[src/rtl/tl_pkg.sv]
// Shared definitions for the traffic-light loop-detector conditioner:
// channel state encoding and default timing/width constants.
package tl_pkg;

    typedef enum logic [1:0] {
        ST_IDLE   = 2'b00,
        ST_QUAL   = 2'b01,
        ST_ACTIVE = 2'b10,
        ST_HOLD   = 2'b11
    } chan_state_e;

    localparam int DEB_CYCLES_DEF  = 4;
    localparam int HOLD_CYCLES_DEF = 8;
    localparam int CNT_W_DEF       = 8;

    function automatic int max_int(input int a, input int b);
        return (a > b) ? a : b;
    endfunction

endpackage

[src/rtl/tl_sensor_chan.sv]
// One conditioning channel: optional 2-flop synchronizer (TL_SENSOR_SYNC_EN),
// debounce/hold FSM with run counter, and saturating arrival counter.
module tl_sensor_chan
    import tl_pkg::*;
#(
    parameter int DEB_CYCLES  = DEB_CYCLES_DEF,
    parameter int HOLD_CYCLES = HOLD_CYCLES_DEF,
    parameter int CNT_W       = CNT_W_DEF
) (
    input  logic             clk,
    input  logic             reset,
    input  logic             i_raw,
    input  logic             i_clr_cnt,
    output logic             o_t,
    output logic [CNT_W-1:0] o_car_cnt
);

    localparam int RUN_W = $clog2(max_int(DEB_CYCLES, HOLD_CYCLES)) + 1;
    localparam logic [RUN_W-1:0] DEB_LAST  = RUN_W'(DEB_CYCLES - 1);
    localparam logic [RUN_W-1:0] HOLD_LAST = RUN_W'(HOLD_CYCLES - 1);

    chan_state_e      r_state;
    chan_state_e      w_state_nxt;
    logic [RUN_W-1:0] r_cnt;
    logic [RUN_W-1:0] w_cnt_nxt;
    logic [CNT_W-1:0] r_car_cnt;
    logic             w_arrive;
    logic             w_s;

`ifdef TL_SENSOR_SYNC_EN
    logic r_sync1;
    logic r_sync2;

    // Two-flop synchronizer for the asynchronous loop input.
    always_ff @(posedge clk or posedge reset) begin
        if (reset) begin
            r_sync1 <= 1'b0;
            r_sync2 <= 1'b0;
        end else begin
            r_sync1 <= i_raw;
            r_sync2 <= r_sync1;
        end
    end

    assign w_s = r_sync2;
`else
    assign w_s = i_raw;
`endif

    // Next-state, run counter and arrival-event decode.
    always_comb begin
        w_state_nxt = r_state;
        w_cnt_nxt   = r_cnt;
        w_arrive    = 1'b0;
        case (r_state)
            ST_IDLE: begin
                if (w_s) begin
                    w_state_nxt = ST_QUAL;
                    w_cnt_nxt   = RUN_W'(1);
                end else begin
                    w_cnt_nxt   = '0;
                end
            end
            ST_QUAL: begin
                if (!w_s) begin
                    w_state_nxt = ST_IDLE;
                    w_cnt_nxt   = '0;
                end else if (r_cnt == DEB_LAST) begin
                    w_state_nxt = ST_ACTIVE;
                    w_cnt_nxt   = '0;
                    w_arrive    = 1'b1;
                end else begin
                    w_cnt_nxt   = r_cnt + RUN_W'(1);
                end
            end
            ST_ACTIVE: begin
                if (!w_s) begin
                    w_state_nxt = ST_HOLD;
                    w_cnt_nxt   = RUN_W'(1);
                end else begin
                    w_cnt_nxt   = '0;
                end
            end
            ST_HOLD: begin
                // A returning vehicle inside the hold window is the same occupancy.
                if (w_s) begin
                    w_state_nxt = ST_ACTIVE;
                    w_cnt_nxt   = '0;
                end else if (r_cnt == HOLD_LAST) begin
                    w_state_nxt = ST_IDLE;
                    w_cnt_nxt   = '0;
                end else begin
                    w_cnt_nxt   = r_cnt + RUN_W'(1);
                end
            end
            default: begin
                w_state_nxt = ST_IDLE;
                w_cnt_nxt   = '0;
            end
        endcase
    end

    // State, run counter and saturating arrival counter; clear beats increment.
    always_ff @(posedge clk or posedge reset) begin
        if (reset) begin
            r_state   <= ST_IDLE;
            r_cnt     <= '0;
            r_car_cnt <= '0;
        end else begin
            r_state <= w_state_nxt;
            r_cnt   <= w_cnt_nxt;
            if (i_clr_cnt) begin
                r_car_cnt <= '0;
            end else if (w_arrive && (r_car_cnt != {CNT_W{1'b1}})) begin
                r_car_cnt <= r_car_cnt + CNT_W'(1);
            end else begin
                r_car_cnt <= r_car_cnt;
            end
        end
    end

    assign o_t       = (r_state == ST_ACTIVE) || (r_state == ST_HOLD);
    assign o_car_cnt = r_car_cnt;

endmodule

[src/rtl/tl_sensor_cond.sv]
// Two independent loop-detector conditioning channels (street A and B).
// Optional input synchronizers enabled by defining TL_SENSOR_SYNC_EN.
module tl_sensor_cond
    import tl_pkg::*;
#(
    parameter int DEB_CYCLES  = DEB_CYCLES_DEF,
    parameter int HOLD_CYCLES = HOLD_CYCLES_DEF,
    parameter int CNT_W       = CNT_W_DEF
) (
    input  logic             clk,
    input  logic             reset,
    input  logic             raw_a,
    input  logic             raw_b,
    input  logic             clr_cnt,
    output logic             Ta,
    output logic             Tb,
    output logic [CNT_W-1:0] car_cnt_a,
    output logic [CNT_W-1:0] car_cnt_b
);

    tl_sensor_chan #(
        .DEB_CYCLES (DEB_CYCLES),
        .HOLD_CYCLES(HOLD_CYCLES),
        .CNT_W      (CNT_W)
    ) u_chan_a (
        .clk      (clk),
        .reset    (reset),
        .i_raw    (raw_a),
        .i_clr_cnt(clr_cnt),
        .o_t      (Ta),
        .o_car_cnt(car_cnt_a)
    );

    tl_sensor_chan #(
        .DEB_CYCLES (DEB_CYCLES),
        .HOLD_CYCLES(HOLD_CYCLES),
        .CNT_W      (CNT_W)
    ) u_chan_b (
        .clk      (clk),
        .reset    (reset),
        .i_raw    (raw_b),
        .i_clr_cnt(clr_cnt),
        .o_t      (Tb),
        .o_car_cnt(car_cnt_b)
    );

endmodule

[config.mk]
export PLATFORM = sky130hd
export DESIGN_NAME = tl_sensor_cond
export DESIGN_NICKNAME = d
export VERILOG_FILES = /design/src/rtl/tl_pkg.sv /design/src/rtl/tl_sensor_chan.sv /design/src/rtl/tl_sensor_cond.sv
export SDC_FILE = /design/constraint.sdc
export NUM_CORES = 1
export LEC_CHECK = 0
export BUFFER_PORTS_ARGS = -buffer_cell sky130_fd_sc_hd__buf_2
export CAP_MARGIN = 20
export CORE_ASPECT_RATIO = 0.6
export CORE_UTILIZATION = 50
export CTS_BUF_LIST = sky130_fd_sc_hd__clkbuf_4 sky130_fd_sc_hd__clkbuf_8
export DETAILED_ROUTE_END_ITERATION = 12
export PLACE_DENSITY = 0.8
export SETUP_SLACK_MARGIN = 0.3
export SLEW_MARGIN = 10
export SYNTH_ARGS = -nofsm -noshare
export SYNTH_HDL_FRONTEND = slang
export SYNTH_SLANG_ARGS = --single-unit
[constraint.sdc]
create_clock -name clk -period 4.5 [get_ports clk]
set_clock_uncertainty 0.1 [all_clocks]
set_input_delay 0.225 -clock clk [delete_from_list [all_inputs] [get_ports clk]]
set_output_delay 0.225 -clock clk [all_outputs]
set_load 0.05 [all_outputs]
Word-level counts from Yosys, hierarchy flattened
Cells that the tools add are included.
{"block": "word_totals", "input_bits": 5, "wordCells": 78, "reg_bits": 28, "out_inout_bits": 18}
{"block": "op_classes", "n_addsub": 4, "reduce_logical": 10, "n_eq_ne": 20, "mux": 38}
{"cell": "$mux W4", "count": 8}
{"cell": "$mux W8", "count": 4}
{"cell": "$pmux W4 S4", "count": 2}
{"cell": "$mux W2", "count": 12}
{"cell": "$add A8 B1 Y8 const B", "count": 2}
{"cell": "$ne A8 B8 Y1 const B", "count": 2}
{"cell": "$pmux W2 S4", "count": 2}
{"cell": "$ne A3 B2 Y1 const B", "count": 4}
{"cell": "$mux W1", "count": 10}
{"cell": "$add A4 B1 Y4 const B", "count": 2}
{"cell": "$eq A2 B2 Y1 const B", "count": 4}
{"cell": "$eq A4 B2 Y1 const B", "count": 2}
{"cell": "$eq A4 B3 Y1 const B", "count": 2}
{"cell": "$ne A2 B2 Y1 const B", "count": 4}
{"cell": "$reduce_and A4 Y1", "count": 2}
{"cell": "$eq A2 B1 Y1 const B", "count": 2}
{"cell": "$logic_not A2 Y1", "count": 2}
{"cell": "$reduce_bool A2 Y1", "count": 2}
{"cell": "$logic_and A1 B1 Y1", "count": 2}
{"cell": "$logic_or A1 B1 Y1", "count": 2}

Logic depth before layout (Yosys ltp)
{"block": "depth", "word_depth": 7, "ltp_mapped": 6, "depth_no_buf": 5}

Modules after synthesis
Synthesis repeated with hierarchy kept, for this count alone.
{"block": "unflattened", "cells_unflattened": 150, "area_unflattened_um2": 1514.0}
{"module": "tl_sensor_chan", "area_each_um2": 757.0, "seq_area_each_um2": 350.3, "n_inst": 2, "cells_per_inst": 75}

Least setup slack after synthesis
Ideal clock, no wire load.
{"block": "synth_timing", "path_kind": "flip-flop to flip-flop", "start": "reg u_chan_a.r_car_cnt[0] (netlist: u_chan_a.o_car_cnt[0])", "end": "reg u_chan_a.r_car_cnt[3] (netlist: u_chan_a.o_car_cnt[3])", "path_stages_with_launch": 7, "arrival_ns": 1.769, "slack_ns": 2.554, "setup_ns": 0.077, "path_buffers": 1, "required_ns": 4.323, "period_less_slack_ns": 1.946, "path_cell_list": "dfrtp_1 -> ha_1 -> nand3_1 -> o2111ai_2 -> buf_6 -> or3_1 -> a21oi_1"}
{"block": "synth_via", "elab_chain_len": 3, "elab_cells_between_ends": 6, "cone_classes": "1 x add/sub; 1 x eq/ne; 2 x mux; 2 x reduce/logical"}
{"element": "start, declared", "line_no": "tl_sensor_chan.sv:26", "text": "logic [CNT_W-1:0] r_car_cnt;"}
{"element": "start signal, assigned", "line_no": "tl_sensor_chan.sv:115", "text": "r_car_cnt <= r_car_cnt + CNT_W'(1);"}
{"element": "start signal, assigned", "line_no": "tl_sensor_chan.sv:117", "text": "r_car_cnt <= r_car_cnt;"}
{"element": "$add A8 B1 Y8 / $ne A8 B8 Y1 (equally long branches)", "line_no": "tl_sensor_chan.sv:115, tl_sensor_chan.sv:114"}
{"element": "$mux W8 / $logic_and A1 B1 Y1 (equally long branches)", "line_no": "tl_sensor_chan.sv:114", "text": "end else if (w_arrive && (r_car_cnt != {CNT_W{1'b1}})) begin"}
{"element": "$mux W8 / $reduce_bool A2 Y1 (equally long branches)"}
Several ways; a longest one is shown, not always the timed one. The select of a mux whose other input is x is not followed.
A chain may end at the register's enable or synchronous reset.

Worst setup path after layout
{"block": "layout_timing", "start": "reg u_chan_a.r_cnt[0]", "end": "reg u_chan_a.r_car_cnt[7] (netlist: u_chan_a.o_car_cnt[7])"}
{"block": "layout_via", "elab_chain_len": 6}
{"element": "start, declared", "line_no": "tl_sensor_chan.sv:24", "text": "logic [RUN_W-1:0] r_cnt;"}
{"element": "start signal, assigned", "line_no": "tl_sensor_chan.sv:111", "text": "r_cnt <= w_cnt_nxt;"}
{"element": "$eq A4 B2 Y1", "line_no": "tl_sensor_chan.sv:68", "text": "end else if (r_cnt == DEB_LAST) begin"}
{"element": "$mux W1", "line_no": "tl_sensor_chan.sv:68"}
{"element": "$mux W1", "line_no": "tl_sensor_chan.sv:65", "text": "if (!w_s) begin"}
{"element": "$mux W1", "line_no": "tl_sensor_chan.sv:55", "text": "case (r_state)"}
{"element": "$logic_and A1 B1 Y1", "line_no": "tl_sensor_chan.sv:114"}
{"element": "$reduce_bool A2 Y1 (no line)"}
Every way passes these cells.

==> reports/metrics.yaml <==
min_path:
  min_path_type: "in -> reg"
  hold_start: "raw_a"
synthesis:
  synth-main-ff-cell: "dfrtp_1"
  netlist_area_sq_um: 1530
  ys_ff_latch: 28
  syn-instance-count: 158
  synth_warnings: 0
  synth_edf_count: 0
  async_flop_share: 1.00
  synth_cell_types: 40
  synth.net_count: 167
  avgSynthCellArea_sq_um: 9.70
  seq_area_frac_synth: 0.457
critical_path:
  crit_type: "reg -> reg"
  cp.arrival_ns: 2.35
  crit_start: "u_chan_a.r_cnt[0]$_DFF_PP0_"
  cp_slowest_cell: "or4_1"
  cp_max_fo: 14
  end_kind: "flip-flop"
  r2r-start: "u_chan_a.r_cnt[0]$_DFF_PP0_"
  crit_required_ns: 4.59
  critPathLaunchType: "flip-flop"
  crit_path_cell_trace: "ha_1 > nor3b_2 > o2111ai_2 > or4_1 > a21oi_1"
  max_stage_delay_ns: 0.56
final_layout:
  nNetsFinal: 187
  utilization: 0.605
  final_common_cell: "dfrtp_1"
  final_cell_count_no_fill: 219
  num_antenna_cells: 0
  design_area_sq_um: 1750
  drive_gt1_frac: 0.198
  layout_common_cells: "dfrtp_1, buf_2, nor2_1, a21oi_1"
  syn_to_final_growth_pct: 14.0
floorplan:
  coreArea_sq_um: 2890
  rows: 15
  dieArea_sq_um: 3300
  num_io_pins: 23
  start_util: 0.530
  die_w_um: 73.5
  die_y_um: 44.9
clocking:
  cts_max_path_buffers: 2
  clk_pin_slew_ns: 0.09
  clk-insertion-delay-late_ns: 0.27
  clkSinkCount: 28
  cts_made_buffers: 3
  cts_tree: "yes"
  cts_root_buf: "clkbuf_8"
  cts-htree-levels: 1
power:
  swShare: 0.223
  vdd_ir_drop_max_uv: 217
  power.internal_uw: 396
  p_clk_frac: 0.387
  total_power_uw: 510
  power_frac_comb: 0.083
  seqPwrFrac: 0.530
  leakage_nw: 0.826
  p_sw_uw: 114
  p_per_area_nw_per_um2: 292
grt:
  grt_max_degree: 29
  grt_usage: 0.214
  grt_pass1_vias: 1173
  grt_pass1_wl_um: 5200
  overflow: 0
  antenna_found_initial: 0
route:
  drt_iter0_drc: 71
  vias_per_cell: 5.86
  drtPass1Iterations: 4
  ant_nets: 0
  via_count: 1283
  wl_per_cell_um: 14.9
  wl_um: 3260
  route.detailed.drc: 0
sta:
  layout_setup_ws_ns: 2.24
  post-route-period-util: 0.502
  fin_tns_setup_ns: 0
  worst_pin_slew_ns: 0.572
  hold_violations: 0
  rsz0062_at_grt: "no"
  setup_viol: 0
  slew_violations: 0
  max_slew_margin: 0.618
  holdWs_ns: 0.119
  max_freq_ghz: 0.442
  period_minus_slack_ns: 2.26
placed_design:
  numPortBuffers: 22
  gp_congestion: 0.819
  post_dp_cell_area_sq_um: 1640
  place_inst: 213
  dp_hpwl_um: 2250
  dp_slack_ns: 2.30
flow_run:
  maxCapViolations: 0
outcome:
  status: "finished clean"
-- metal layers --
layer | track usage | vias up | wire length (um)
met3 | 0.0692 | 4 | 196
met2 | 0.360 | 46 | 1620
li1 | - | 611 | -
met1 | 0.271 | 622 | 1400
met5 | 0 | - | 0
met4 | 0.0615 | 0 | 31
-- synthesized netlist by cell type, types with 2 or more instances --
cell type  number  area share
nand2b_1        4       0.016
nor2_1         15       0.037
o22ai_1         3       0.012
a21o_1          2      0.0098
and4bb_2        2       0.016
xnor2_1         2       0.011
a41o_1          3       0.020
ha_1            4       0.033
nand3_1         9       0.029
or3_1           4       0.016
nand2_1         8       0.020
o31ai_1         3       0.015
inv_1           4      0.0098
mux2i_1         2       0.013
a21oi_1        14       0.046
and3_1          3       0.012
dfrtp_1        28        0.46
and2_1          4       0.016
xor2_1          6       0.034
buf_2           2      0.0065
clkbuf_1        3      0.0073
o21ai_0         9       0.029
buf_6           2       0.015
nand4_1         2      0.0082
or4_1           3       0.015
nor2b_1         2      0.0082
and4_1          2       0.011
-- power groups by stage --
stage / logic (mW) / clock network, mW / registers (mW)
after detailed placement: 0.0387 / 0 / 0.275
final: 0.0422 / 0.197 / 0.271
after global placement: 0.0361 / 0 / 0.274
after CTS: 0.0393 / 0.200 / 0.271
after floorplan: 0.0300 / 0 / 0.273
after global routing: 0.0486 / 0.209 / 0.273
-- critical path: cells and delay by family (launching register included) --
| kind | cells | cell delay, ns |
|---|---|---|
| DFF | 1 | 0.38 |
| adders and majority gates | 1 | 0.28 |
| AOI/OAI and AO/OA | 2 | 0.57 |
| and+or+nand+nor | 2 | 0.85 |
-- cells by family (layout without fill, tap and decap cells) --
group,Yosys count,in the layout,share of synthesized area
multiplexers,3,3,0.0204
flip-flops,28,28,0.457
AO/OA/AOI/OAI,39,39,0.161
buffers and inverters,13,32,0.0465
adder cells (fa/ha/maj),4,4,0.0327
XOR/XNOR,8,8,0.0457
AND/OR/NAND/NOR,63,63,0.237
-- sequential cells by signal (all words and copies together), names as in the netlist, named ones only --
name / cells
u_chan_b.r_cnt: 4
u_chan_a.o_car_cnt: 8
u_chan_b.o_car_cnt: 8
u_chan_b.r_state: 1
u_chan_a.r_cnt: 4
u_chan_a.r_state: 1
-- final cells by class --
type                    instances  area [sq um]
clock buffers                   3          41.3
clock inverters                 1          30.0
fillers                       268          1140
inverters                       4          15.0
multi-input cells             117           761
flip-flops and latches         28           701
well taps                      42          52.6
repair buffers                 24           148
-- worst paths after layout --
path | to | slack (ns) | cells after the start
max | u_chan_a.o_car_cnt[7]$_DFFE_PP0P_ | 2.24 | 5
min | flip-flop | 0.12 | 3
max reg2reg | u_chan_a.o_car_cnt[7]$_DFFE_PP0P_ | 2.24 | 5
min reg2reg | u_chan_a.r_cnt[0]$_DFF_PP0_ | 0.43 | 1
max in group asynchronous | u_chan_a.o_car_cnt[7]$_DFFE_PP0P_ | 3.48 | 4
min in group asynchronous | u_chan_a.o_car_cnt[2]$_DFFE_PP0P_ | 0.38 | 3
-- repair_timing --
action / 4_1_cts / 5_1_grt
endpoints found under the hold margin: 0 / 7
resized for setup: 0 / 0
hold buffers: 0 / 1
setup buffers: 0 / 0
endpoints found under the setup margin: 0 / 0
Power figures use the tool's default switching activity.
